===== config.mk =====
export PLATFORM = sky130hd
export DESIGN_NAME = stereo_gray_arbiter
export DESIGN_NICKNAME = d
export VERILOG_FILES = /design/src/rtl/stereo_gray_arbiter_pkg.sv /design/src/rtl/stereo_gray_arbiter_color2gray.sv /design/src/rtl/stereo_gray_arbiter.sv
export SDC_FILE = /design/constraint.sdc
export NUM_CORES = 1
export LEC_CHECK = 0
export ABC_AREA = 0
export BUFFER_PORTS_ARGS = -buffer_cell sky130_fd_sc_hd__buf_4
export CAP_MARGIN = 0
export CORE_ASPECT_RATIO = 0.5
export CORE_UTILIZATION = 40
export CTS_CLUSTER_DIAMETER = 50
export DETAILED_ROUTE_END_ITERATION = 8
export SLEW_MARGIN = 40
export SYNTH_ARGS = -nofsm -noshare
export SYNTH_HDL_FRONTEND = slang
export SYNTH_SLANG_ARGS = --single-unit

===== constraint.sdc =====
create_clock -name clk -period 10.87 [get_ports clk]
set_input_delay 2.174 -clock clk [delete_from_list [all_inputs] [get_ports clk]]
set_output_delay 2.174 -clock clk [all_outputs]
set_load 0.02 [all_outputs]

===== src/rtl/stereo_gray_arbiter_pkg.sv =====
// Shared definitions for the stereo gray arbiter.
//   - ID_L / ID_R   : source identity carried alongside each pixel
//   - tag_t         : {v,id} descriptor tracking a pixel through the converter
//   - DEF_*         : default stream widths
//   - COEF_*        : luma weights used by the converter (sum = 256)
package stereo_gray_arbiter_pkg;

  localparam int DEF_INPUTDATAWID  = 25;
  localparam int DEF_OUTPUTDATAWID = 9;
  localparam int DEF_CONV_LAT      = 2;

  localparam logic ID_L = 1'b0;
  localparam logic ID_R = 1'b1;

  typedef struct packed {
    logic v;
    logic id;
  } tag_t;

  // Weights add up to 256, so R=G=B=x maps exactly back to x.
  localparam logic [7:0] COEF_R = 8'd77;
  localparam logic [7:0] COEF_G = 8'd150;
  localparam logic [7:0] COEF_B = 8'd29;

endpackage


===== src/rtl/stereo_gray_arbiter_color2gray.sv =====
// color2gray: two-stage RGB-to-gray converter.
//   clk_i       : pixel clock
//   en_i        : pipeline advance; when low every stage holds
//   pixel_en_i  : per-pixel qualifier, ANDed with en_i
//   stream_i    : {sof, R[7:0], G[7:0], B[7:0]}
//   stream_o    : {sof, gray[7:0]}, two enabled cycles after stream_i
// Data registers carry no reset; validity is tracked outside.
module color2gray
  import stereo_gray_arbiter_pkg::*;
#(
  parameter int INPUTDATAWID  = DEF_INPUTDATAWID,
  parameter int OUTPUTDATAWID = DEF_OUTPUTDATAWID
) (
  input  logic                     clk_i,
  input  logic                     en_i,
  input  logic                     pixel_en_i,
  input  logic [INPUTDATAWID-1:0]  stream_i,
  output logic [OUTPUTDATAWID-1:0] stream_o
);

  // Round-half-up of the weighted sum back to 8 bits; max sum 65280
  // plus 128 still fits in 16 bits, so no saturation is needed.
  function automatic logic [7:0] round_gray(input logic [15:0] sum);
    logic [16:0] t;
    t = {1'b0, sum} + 17'd128;
    return 8'(t >> 8);
  endfunction

  logic        stage_en;
  logic [15:0] sum_d;
  logic [15:0] sum_p1_q;
  logic        sof_p1_q;
  logic [7:0]  gray_p2_q;
  logic        sof_p2_q;

  assign stage_en = en_i & pixel_en_i;

  always_comb begin
    sum_d = 16'(COEF_R) * 16'(stream_i[23:16])
          + 16'(COEF_G) * 16'(stream_i[15:8])
          + 16'(COEF_B) * 16'(stream_i[7:0]);
  end

  // Stage 1: weighted sum
  always_ff @(posedge clk_i) begin
    if (stage_en) begin
      sum_p1_q <= sum_d;
      sof_p1_q <= stream_i[INPUTDATAWID-1];
    end
  end

  // Stage 2: rounding to 8-bit gray
  always_ff @(posedge clk_i) begin
    if (stage_en) begin
      gray_p2_q <= round_gray(sum_p1_q);
      sof_p2_q  <= sof_p1_q;
    end
  end

  assign stream_o = OUTPUTDATAWID'({sof_p2_q, gray_p2_q});

endmodule


===== src/rtl/stereo_gray_arbiter.sv =====
// stereo_gray_arbiter: shares one color2gray converter between the left and
// right camera streams.
//   clk, rst_n             : pixel clock, asynchronous active-low reset
//   run                    : 1 = grant new pixels, 0 = drain only
//   in_l_* / in_r_*        : {sof,rgb} valid/ready inputs
//   out_l_* / out_r_*      : {sof,gray} valid/ready outputs (shared data bus)
//   idle                   : nothing in flight inside the converter
// A {v,id} tag travels beside each pixel so results are steered back to the
// source port. Backpressure on the port owning the head result freezes the
// whole converter and blocks all grants.
module stereo_gray_arbiter
  import stereo_gray_arbiter_pkg::*;
#(
  parameter int INPUTDATAWID  = DEF_INPUTDATAWID,
  parameter int OUTPUTDATAWID = DEF_OUTPUTDATAWID,
  parameter int CONV_LAT      = DEF_CONV_LAT
) (
  input  logic                     clk,
  input  logic                     rst_n,
  input  logic                     run,
  input  logic [INPUTDATAWID-1:0]  in_l_data,
  input  logic                     in_l_valid,
  output logic                     in_l_ready,
  input  logic [INPUTDATAWID-1:0]  in_r_data,
  input  logic                     in_r_valid,
  output logic                     in_r_ready,
  output logic [OUTPUTDATAWID-1:0] out_l_data,
  output logic                     out_l_valid,
  input  logic                     out_l_ready,
  output logic [OUTPUTDATAWID-1:0] out_r_data,
  output logic                     out_r_valid,
  input  logic                     out_r_ready,
  output logic                     idle
);

  // The tag pipeline is exactly two deep; any other latency is unsupported.
  if (CONV_LAT != 2) begin : g_lat_check
    $error("stereo_gray_arbiter: CONV_LAT must be 2");
  end

  tag_t tag1_q, tag1_d, tag2_q;
  logic rr_q;
  logic stall, adv, can_grant;
  logic grant_l, grant_r, accepted;
  logic [INPUTDATAWID-1:0]  conv_in;
  logic [OUTPUTDATAWID-1:0] conv_out;

  assign stall = tag2_q.v & ~((tag2_q.id == ID_R) ? out_r_ready : out_l_ready);
  assign adv   = ~stall;

  // rst_n gates the grant so no ready is ever shown while held in reset.
  assign can_grant = run & adv & rst_n;

  // rr_q holds the last granted id; on a tie the other source wins.
  always_comb begin
    grant_l = can_grant & in_l_valid & (~in_r_valid | (rr_q == ID_R));
    grant_r = can_grant & in_r_valid & (~in_l_valid | (rr_q == ID_L));
  end

  assign accepted   = grant_l | grant_r;
  assign in_l_ready = grant_l;
  assign in_r_ready = grant_r;

  always_comb begin
    conv_in = '0;
    if (grant_l)      conv_in = in_l_data;
    else if (grant_r) conv_in = in_r_data;
  end

  // An empty slot enters as a bubble so the pipeline drains when unstalled.
  always_comb begin
    tag1_d    = '0;
    tag1_d.v  = accepted;
    tag1_d.id = grant_r ? ID_R : ID_L;
  end

  always_ff @(posedge clk or negedge rst_n) begin
    if (!rst_n) begin
      tag1_q <= '0;
      tag2_q <= '0;
      rr_q   <= ID_R;
    end else begin
      if (adv) begin
        tag1_q <= tag1_d;
        tag2_q <= tag1_q;
      end
      if (accepted) rr_q <= tag1_d.id;
    end
  end

  color2gray #(
    .INPUTDATAWID  (INPUTDATAWID),
    .OUTPUTDATAWID (OUTPUTDATAWID)
  ) u_conv (
    .clk_i      (clk),
    .en_i       (adv),
    .pixel_en_i (1'b1),
    .stream_i   (conv_in),
    .stream_o   (conv_out)
  );

  assign out_l_valid = tag2_q.v & (tag2_q.id == ID_L);
  assign out_r_valid = tag2_q.v & (tag2_q.id == ID_R);
  assign out_l_data  = conv_out;
  assign out_r_data  = conv_out;
  assign idle        = ~tag1_q.v & ~tag2_q.v;

endmodule


==> results of run 1 <==
==> path summary, 6_finish.rpt <==
path | startpoint | endpoint | slack (ns) | cells past startpoint
max in group asynchronous | rst_n | rr_q$_DFFE_PN1P_ | 8.95 | 1
worst min register to register | u_conv.sof_p1_q$_DFFE_PN_ | u_conv.sof_p2_q$_DFFE_PN_ | 0.43 | 0
worst max register to register | tag2_q[0]$_DFFE_PN0N_ | u_conv.sum_p1_q[15]$_DFFE_PN_ | 2.58 | 29
worst min-delay path | u_conv.sof_p1_q$_DFFE_PN_ | u_conv.sof_p2_q$_DFFE_PN_ | 0.43 | 0
min in group asynchronous | rst_n | tag2_q[1]$_DFFE_PN0N_ | 1.72 | 1
worst max-delay path | rst_n | u_conv.sum_p1_q[15]$_DFFE_PN_ | 1.04 | 30
==> registers in the layout (all words and copies together) (netlist names) <==
name,flops
tag2_q,2
u_conv.sum_p1_q,9
tag1_q,2
u_conv.sof_p2_q,1
u_conv.sof_p1_q,1
rr_q,1
u_conv.gray_p2_q,8
==> power groups by stage <==
stage | logic, mW | clock network, mW | registers [mW]
floorplan | 0.324 | 0 | 0.185
global placement | 0.443 | 0 | 0.172
detailed placement | 0.447 | 0 | 0.172
CTS | 0.451 | 0.103 | 0.171
global route | 0.509 | 0.108 | 0.175
finish | 0.444 | 0.101 | 0.170
==> synthesized netlist by cell type, drive strengths merged (7+ instances only) <==
| master | n |
|---|---|
| fa | 55 |
| nand2 | 11 |
| edfxtp | 19 |
| nor2 | 8 |
| inv | 99 |
| a22o | 20 |
| ha | 82 |
| xor2 | 8 |
| xnor2 | 18 |
| a22oi | 7 |
| buf | 16 |
| a21oi | 15 |
| and2 | 8 |
==> metal layers <==
| metal | part of all wire, % | routed length [um] |
|---|---|---|
| met5 | 0 | 0 |
| met4 | 0.26 | 23 |
| met1 | 55 | 4870 |
| met2 | 42 | 3700 |
| met3 | 3.1 | 276 |
==> cells by family after synthesis <==
kind of cell             count (synthesis)  share of synthesized area [%]
multiplexers                             1                          0.224
AND/OR/NAND/NOR                         54                           6.53
buffers and inverters                  115                           10.7
flip-flops                              24                           15.6
adder cells (fa/ha/maj)                137                           47.6
XOR/XNOR                                27                           5.63
AO/OA/AOI/OAI                           80                           13.7
==> cells in the final DEF, fill, tap and decap left out, drive strengths merged, types with 2 or more instances in the layout <==
| cell | n |
|---|---|
| buf | 81 |
| xor2 | 8 |
| a21o | 6 |
| nand4 | 4 |
| nand3 | 5 |
| nand2b | 5 |
| nor2b | 3 |
| a21oi | 15 |
| a211oi | 3 |
| and4 | 2 |
| a22oi | 7 |
| a32o | 2 |
| nand2 | 11 |
| a22o | 20 |
| dfrtp | 4 |
| fa | 55 |
| xnor2 | 18 |
| and3 | 5 |
| clkbuf | 3 |
| inv | 99 |
| and2 | 8 |
| nor2 | 8 |
| a2111oi | 2 |
| o211ai | 3 |
| a21boi | 4 |
| o21ai | 6 |
| o21bai | 4 |
| edfxtp | 19 |
| ha | 82 |
==> per-stage QoR <==
step	utilization (%)	hold WS, ns	total power [mW]	cells	setup WS (ns)
finish	49.9	0.428	0.715	647	1.04
CTS	49.9	0.426	0.725	647	1.12
floorplan	-	0.400	0.508	438	1.83
global route	49.9	0.430	0.792	647	0.580
detailed placement	48.9	0.407	0.619	643	0.841
global placement	48.9	0.404	0.614	643	1.07
==> final cells by class <==
type	count	area [um2]
Fill cell	1014	5260
Multi-Input combinational cell	299	3290
Sequential cell	24	697
Timing Repair Buffer	81	608
Inverter	99	372
Tap cell	140	175
Clock buffer	3	75.1
Clock inverter	1	30.0
==> impl_metrics.json, run 1 <==
{
  "outcome": "complete, no violations",
  "numCtsBuffers": 3,
  "swShare_pct": 41.7,
  "syn_nets": 632,
  "fp.dieW_um": 151,
  "cts_max_level": 1,
  "rows": 26,
  "skew_ns": 0.00633,
  "portBuffers": 79,
  "drive_gt1_share_pct": 17.9,
  "p_int_uw": 417,
  "cts_setup_buffers": 0,
  "fin_tns_setup_ns": 0,
  "viasPerCell": 4.84,
  "critPathBufInv": 6,
  "die_y_um": 76.7,
  "yosys-top-cells-area": "fa_1, ha_1, edfxtp_1",
  "clkLatencyLatePin_ns": 0.25,
  "clockRootBuffer": "clkbuf_16",
  "use_met1_pct": 25.4,
  "cts_tree": "built",
  "path_clk_slew_ns": 0.06,
  "synth_cell_types": 48,
  "fmax_mhz": 102,
  "worstPathArrival_ns": 9.82,
  "initial_core_util_pct": 42.5,
  "finalNetCount": 702,
  "drcViolationCount": 0,
  "p_seq_share_pct": 23.8,
  "synth.avg_cell_area_um2": 10.2,
  "grt.overflow.total": 0,
  "yosysTopAreaCellShare_pct": 24.7,
  "clk_path_buf_depth": 2,
  "cpPeakStageDelay_ns": 0.53,
  "syn_area_um2": 4460,
  "start_kind": "input pin",
  "grt_antenna_before_repair": 0,
  "synth_seq_cells": 24,
  "routed_wl_mm": 8.87,
  "worstPathRequired_ns": 10.86,
  "fin_crit_sh_pct": 90.4,
  "drv_slew": 0,
  "clockPowerShare_pct": 14.2,
  "use_met2_pct": 23.0,
  "setup-violations-final": 0,
  "ys_seq_area_share_pct": 15.6,
  "crit_type": "in -> reg",
  "grt.busiest_layer": "met1",
  "syn_inst": 438,
  "track_usage_pct": 15.7,
  "combPwrFrac_pct": 62.1,
  "use_met3_pct": 1.43,
  "period_needed_ns": 9.83,
  "crit_fanout": 12,
  "placed_area_um2": 5140,
  "slowest_stage": "and3_1",
  "power.leakage_nw": 2.94,
  "max_slew_margin_pct": 53.4,
  "grt_setup_unrepaired": "false",
  "vdd_ir_drop_max_mv": 0.0822,
  "cts_resized": 0,
  "drtAntennaViolNets": 0,
  "vias": 3133,
  "synth_edf_count": 19,
  "core_um2": 10500,
  "yosysWarningCount": 0,
  "synth_top_area_cell": "fa_1",
  "report.final.hold_viol_count": 0,
  "end_kind": "register",
  "grt_pass1_vias": 3001,
  "drv_cap": 0,
  "holdBufCountCts": 0,
  "gp_congestion": 0.815,
  "dieArea_um2": 11600,
  "cp_top_family": "adder cells",
  "switching_power_uw": 298,
  "grt_start_max_net_pins": 21,
  "syn_to_final_growth_pct": 17.5,
  "wl_per_cell_um": 13.7,
  "drtIter0Drc": 83,
  "synthFlopType": "edfxtp_1",
  "grt_pass1_wl_mm": 14.3,
  "synthArstFlopShare_pct": 20.8,
  "clkSinkCount": 24,
  "dr.pass1.iters": 4,
  "tightest_slew_ns": 0.698,
  "stdcell_area_um2": 5250,
  "place_hpwl_mm": 8.03,
  "power_density_nw_per_um2": 136,
  "min_path_type": "reg -> reg",
  "insertedDiodeCount": 0,
  "pin_count": 80
}
Note: power is estimated with default switching activity, not from simulation.
==> run 2, diff against run 1 <==
--- a/config.mk
+++ b/config.mk
@@ -12,6 +12,7 @@
 export CORE_UTILIZATION = 40
 export CTS_CLUSTER_DIAMETER = 50
 export DETAILED_ROUTE_END_ITERATION = 8
+export RECOVER_POWER = 25
 export SLEW_MARGIN = 40
 export SYNTH_ARGS = -nofsm -noshare
 export SYNTH_HDL_FRONTEND = slang
==> constraint.sdc (replaced) <==
create_clock -name clk -period 10.87 [get_ports clk]
set_input_delay 2.174 -clock clk [delete_from_list [all_inputs] [get_ports clk]]
set_output_delay 2.174 -clock clk [all_outputs]
set_load 0.1 [all_outputs]
==> impl_metrics.json, run 2 (synthesis results as in run 1) <==
{
  "drtIter0Drc": 79,
  "fin_tns_setup_ns": 0,
  "critPathBufInv": 6,
  "fin_crit_sh_pct": 92.1,
  "portBuffers": 79,
  "reg2reg_setup_slack_ns": 2.58,
  "clkSinkCount": 24,
  "track_usage_pct": 15.7,
  "rr_worst_depth": 29,
  "clk_path_buf_depth": 2,
  "power.leakage_nw": 2.93,
  "drtAntennaViolNets": 0,
  "vias": 3131,
  "end_kind": "register",
  "syn_to_final_growth_pct": 17.3,
  "r2r-start": "tag2_q[0]$_DFFE_PN0N_",
  "reg.largest.list": "u_conv.sum_p1_q: 9 flops, u_conv.gray_p2_q: 8 flops",
  "fp.dieW_um": 151,
  "holdPathEnd": "u_conv.sof_p2_q$_DFFE_PN_",
  "max_slew_margin_pct": 22.7,
  "grt_pass1_wl_mm": 14.3,
  "largest_reg_flops": 9,
  "insertedDiodeCount": 0,
  "finalNetCount": 702,
  "routed_wl_mm": 8.87,
  "grt_setup_unrepaired": "false",
  "regMostFlops": "u_conv.sum_p1_q",
  "rows": 26,
  "path_clk_slew_ns": 0.06,
  "grt_antenna_before_repair": 0,
  "rr_endpoint": "u_conv.sum_p1_q[15]$_DFFE_PN_",
  "final.setup.worst_slack_ns": 0.860,
  "cts_tree": "built",
  "dr.pass1.iters": 4,
  "start_kind": "input pin",
  "cts_setup_buffers": 0,
  "gp_congestion": 0.815,
  "cts_max_level": 1,
  "numCtsBuffers": 3,
  "clockRootBuffer": "clkbuf_16",
  "mostFrequentLayoutCells": "inv_1, ha_1, buf_4",
  "worstPathRequired_ns": 10.86,
  "clkLatencyLatePin_ns": 0.25,
  "wl_per_cell_um": 13.7,
  "min_path_type": "reg -> reg",
  "place_hpwl_mm": 8.03,
  "cpPeakStageDelay_ns": 0.53,
  "grt_start_max_net_pins": 21,
  "grt_pass1_vias": 3001,
  "viasPerCell": 4.84,
  "skew_ns": 0.00543,
  "drv_slew": 0,
  "drv_cap": 0,
  "cts_resized": 0,
  "drive_gt1_share_pct": 17.4,
  "holdCritStartpoint": "u_conv.sof_p1_q$_DFFE_PN_",
  "slowest_stage": "and3_1",
  "vdd_ir_drop_max_mv": 0.173,
  "core_um2": 10500,
  "report.final.hold_viol_count": 0,
  "crit_type": "in -> reg",
  "worstPathArrival_ns": 10.00,
  "grt.overflow.total": 0,
  "layout_commonest_cell": "inv_1",
  "crit_fanout": 12,
  "dieArea_um2": 11600,
  "die_y_um": 76.7,
  "cp_top_family": "adder cells",
  "tightest_slew_ns": 1.16,
  "holdBufCountCts": 0,
  "setup-violations-final": 0,
  "drcViolationCount": 0,
  "outcome": "complete, no violations",
  "pin_count": 80,
  "period_needed_ns": 10.01,
  "place_ws_ns": 0.841,
  "hold_depth": 0,
  "power_density_nw_per_um2": 170,
  "fmax_mhz": 99.9,
  "initial_core_util_pct": 42.5
}
[run 2: cell count changes in the layout (fill, tap and decap cells not counted)]
cell,change
and2_1,-1
buf_4,-4
clkbuf_4,+1
clkbuf_1,+3
and2_0,+1
[run 2: routing by layer]
layer  global-route usage (%)  up-vias  share of wire [%]
met3                     1.43        2                3.2
met5                        0        -                  0
met2                     23.0       56                 42
met4                     1.50        0               0.26
met1                     25.4     1469                 55
li1                         -     1604                  -
[run 2: metrics by stage]
stage                     hold WS, ns  instances  util [%]  instance area (um2)  power (mW)
after floorplan                 0.400        438         -                 4460       0.687
after global placement          0.404        643      48.9                 5140       0.793
after CTS                       0.426        647      49.9                 5250       0.904
after global routing            0.430        647      49.8                 5240       0.967
final                           0.428        647      49.8                 5240       0.891
after detailed placement        0.407        643      48.9                 5140       0.798
[run 2: area by class of cell]
| class | instances | area [um2] |
|---|---|---|
| fill | 1017 | 5270 |
| sequential | 24 | 697 |
| multi-input combinational | 299 | 3290 |
| tap | 140 | 175 |
| inverter | 99 | 372 |
| clock buffer | 3 | 75.1 |
| clock inverter | 1 | 30.0 |
| timing repair buffer | 81 | 597 |
[run 2: worst max path at each step]
| stage | endpoint | slack, ns | start | cells past startpoint |
|---|---|---|---|---|
| after CTS | u_conv.sum_p1_q[15]$_DFFE_PN_ | 1.12 | rst_n | 30 |
| after global routing | u_conv.sum_p1_q[15]$_DFFE_PN_ | 0.33 | rst_n | 30 |
| after floorplan | u_conv.sum_p1_q[15]$_DFFE_PN_ | 1.83 | out_r_ready | 30 |
| final | u_conv.sum_p1_q[15]$_DFFE_PN_ | 0.86 | rst_n | 30 |
| after detailed placement | u_conv.sum_p1_q[15]$_DFFE_PN_ | 0.84 | rst_n | 30 |
| after global placement | u_conv.sum_p1_q[15]$_DFFE_PN_ | 1.07 | out_r_ready | 30 |
[run 2: where the power goes]
group | internal [mW] | switching [mW]
Sequential | 0.149 | 0.0208
Clock | 0.0730 | 0.0279
Combinational | 0.192 | 0.428
==> run 3, diff against run 2 <==
--- a/config.mk
+++ b/config.mk
@@ -5,7 +5,7 @@
 export SDC_FILE = /design/constraint.sdc
 export NUM_CORES = 1
 export LEC_CHECK = 0
-export ABC_AREA = 0
+export ABC_AREA = 1
 export BUFFER_PORTS_ARGS = -buffer_cell sky130_fd_sc_hd__buf_4
 export CAP_MARGIN = 0
 export CORE_ASPECT_RATIO = 0.5
==> impl_metrics.json, run 3 <==
{
  "outcome": "complete, no violations",
  "drtIter0Drc": 121,
  "largest_reg_flops": 9,
  "vdd_ir_drop_max_mv": 0.187,
  "vias": 3601,
  "clkSinkCount": 24,
  "yosysWarningCount": 0,
  "path_clk_slew_ns": 0.06,
  "fin_crit_sh_pct": 87.1,
  "syn_nets": 741,
  "mostFrequentLayoutCells": "inv_1, ha_1, nand2_1, buf_4, fa_1",
  "cts_resized": 0,
  "drv_cap": 0,
  "initial_core_util_pct": 41.9,
  "setup-violations-final": 0,
  "crit_type": "in -> reg",
  "end_kind": "register",
  "worstPathArrival_ns": 9.47,
  "finalNetCount": 812,
  "die_y_um": 78.8,
  "synth_cell_types": 39,
  "ys_seq_area_share_pct": 14.8,
  "fin_tns_setup_ns": 0,
  "grt_antenna_before_repair": 0,
  "n_fill_cell": 1092,
  "synth_top_area_cell": "fa_1",
  "synthFlopType": "edfxtp_1",
  "ff_latch_area_um2": 697,
  "yosysTopAreaCellShare_pct": 23.3,
  "wl_per_cell_um": 12.4,
  "portBuffers": 79,
  "rows": 27,
  "grt_pass1_wl_mm": 17.4,
  "grt_setup_unrepaired": "false",
  "drcViolationCount": 0,
  "clk_path_buf_depth": 2,
  "multi_input_area_um2": 3400,
  "regMostFlops": "u_conv.sum_p1_q",
  "numCtsBuffers": 3,
  "dr.pass1.iters": 5,
  "pin_count": 80,
  "fmax_mhz": 106,
  "cp_top_family": "adder cells",
  "netlist_top_cells_count": "inv_1, ha_1, nand2_1",
  "viasPerCell": 4.64,
  "drtAntennaViolNets": 0,
  "switching_power_uw": 652,
  "synthMostInstantiatedCell": "inv_1",
  "grt_start_max_net_pins": 28,
  "min_path_type": "reg -> reg",
  "final.setup.worst_slack_ns": 1.40,
  "clkLatencyLatePin_ns": 0.25,
  "syn_to_final_growth_pct": 17.0,
  "fp.dieW_um": 156,
  "place_hpwl_mm": 8.77,
  "stdcell_area_um2": 5520,
  "dieArea_um2": 12300,
  "yosys-top-cells-area": "fa_1, ha_1, edfxtp_1",
  "swShare_pct": 57.1,
  "crit_fanout": 16,
  "cts_tree": "built",
  "cpMostUsedCell": "inv_1",
  "drive_gt1_share_pct": 16.2,
  "synth_edf_count": 19,
  "insertedDiodeCount": 0,
  "core_um2": 11200,
  "slowest_stage": "fa_1",
  "place_ws_ns": 1.23,
  "post-route-util_pct": 49.1,
  "clockPowerShare_pct": 8.9,
  "report.final.hold_viol_count": 0,
  "gp_congestion": 0.829,
  "max_slew_margin_pct": 56.2,
  "routed_wl_mm": 9.59,
  "p_int_uw": 489,
  "combPwrFrac_pct": 75.5,
  "reg.largest.list": "u_conv.sum_p1_q: 9 flops, u_conv.gray_p2_q: 8 flops",
  "period_needed_ns": 9.47,
  "critPathBufInv": 8,
  "p_seq_share_pct": 15.6,
  "synth.avg_cell_area_um2": 8.63,
  "synthArstFlopShare_pct": 20.8,
  "grt_pass1_vias": 3790,
  "power_density_nw_per_um2": 207,
  "skew_ns": 0.00193,
  "synth_seq_cells": 24,
  "clockRootBuffer": "clkbuf_16",
  "worstPathRequired_ns": 10.88,
  "placed_area_um2": 5420,
  "cts_max_level": 1,
  "cts_setup_buffers": 0,
  "grt.overflow.total": 0,
  "start_kind": "input pin",
  "layout_commonest_cell": "inv_1",
  "holdBufCountCts": 0,
  "syn_inst": 547,
  "track_usage_pct": 17.7,
  "power.leakage_nw": 3.18,
  "cpPeakStageDelay_ns": 0.54,
  "tightest_slew_ns": 0.657,
  "drv_slew": 0,
  "syn_area_um2": 4720
}
run 3: cell types whose count changed after synthesis, sizes merged, moves of 7 or more:
cell,delta
a21oi,+9
nand3,+16
o21ai,+9
nand2,+73
a22o,-8
xnor2,-12
nor2,+16
inv,+38
xor2,+7
and2,-8
a22oi,-7
run 3: metrics by stage:
stage / hold slack [ns] / power, mW / instances
finish: 0.422 / 1.14 / 776
global route: 0.438 / 1.27 / 776
CTS: 0.425 / 1.15 / 776
detailed placement: 0.411 / 1.04 / 772
global placement: 0.406 / 1.04 / 772
floorplan: 0.400 / 0.888 / 547
run 3: kinds of logic after synthesis:
kind of cell,after synthesis,share of synthesized area (%)
AOI/OAI and AO/OA,70,9.81
xor gates and xnor gates,21,3.90
adders and majority gates,137,45.1
buffers and inverters,152,13.2
DFF,24,14.8
and+or+nand+nor,143,13.3
run 3: layout make-up:
type | instances | area share, %
Multi-Input combinational cell | 371 | 61.6
Sequential cell | 24 | 12.6
Timing Repair Buffer | 81 | 10.9
Inverter | 137 | 9.32
Tap cell | 159 | 3.60
Clock buffer | 3 | 1.36
Clock inverter | 1 | 0.544
run 3: path summary, 6_finish.rpt:
check / depth (start not counted) / from / end / slack [ns]
worst min register to register: 0 / u_conv.sof_p1_q$_DFFE_PN_ / u_conv.sof_p2_q$_DFFE_PN_ / 0.42
max in group asynchronous: 1 / rst_n / rr_q$_DFFE_PN1P_ / 8.81
worst max register to register: 31 / tag2_q[0]$_DFFE_PN0N_ / u_conv.sum_p1_q[15]$_DFFE_PN_ / 2.99
worst max-delay path: 31 / rst_n / u_conv.sum_p1_q[15]$_DFFE_PN_ / 1.40
worst min-delay path: 0 / u_conv.sof_p1_q$_DFFE_PN_ / u_conv.sof_p2_q$_DFFE_PN_ / 0.42
min in group asynchronous: 1 / rst_n / tag2_q[1]$_DFFE_PN0N_ / 1.78
run 3: routing by layer:
| metal | global-route usage [%] | routed length, um | vias up |
|---|---|---|---|
| li1 | - | - | 1881 |
| met1 | 24.9 | 4880 | 1645 |
| met2 | 29.9 | 4140 | 71 |
| met3 | 2.29 | 513 | 4 |
| met4 | 2.35 | 51 | 0 |
| met5 | 0 | 0 | - |
run 3: power by group through the flow:
stage                     registers, mW  clock network, mW  logic [mW]
after floorplan                   0.281                  0       0.607
after global placement            0.179                  0       0.858
after detailed placement          0.181                  0       0.862
after CTS                         0.179              0.105       0.869
after global routing              0.184              0.108       0.978
final                             0.178              0.102       0.861
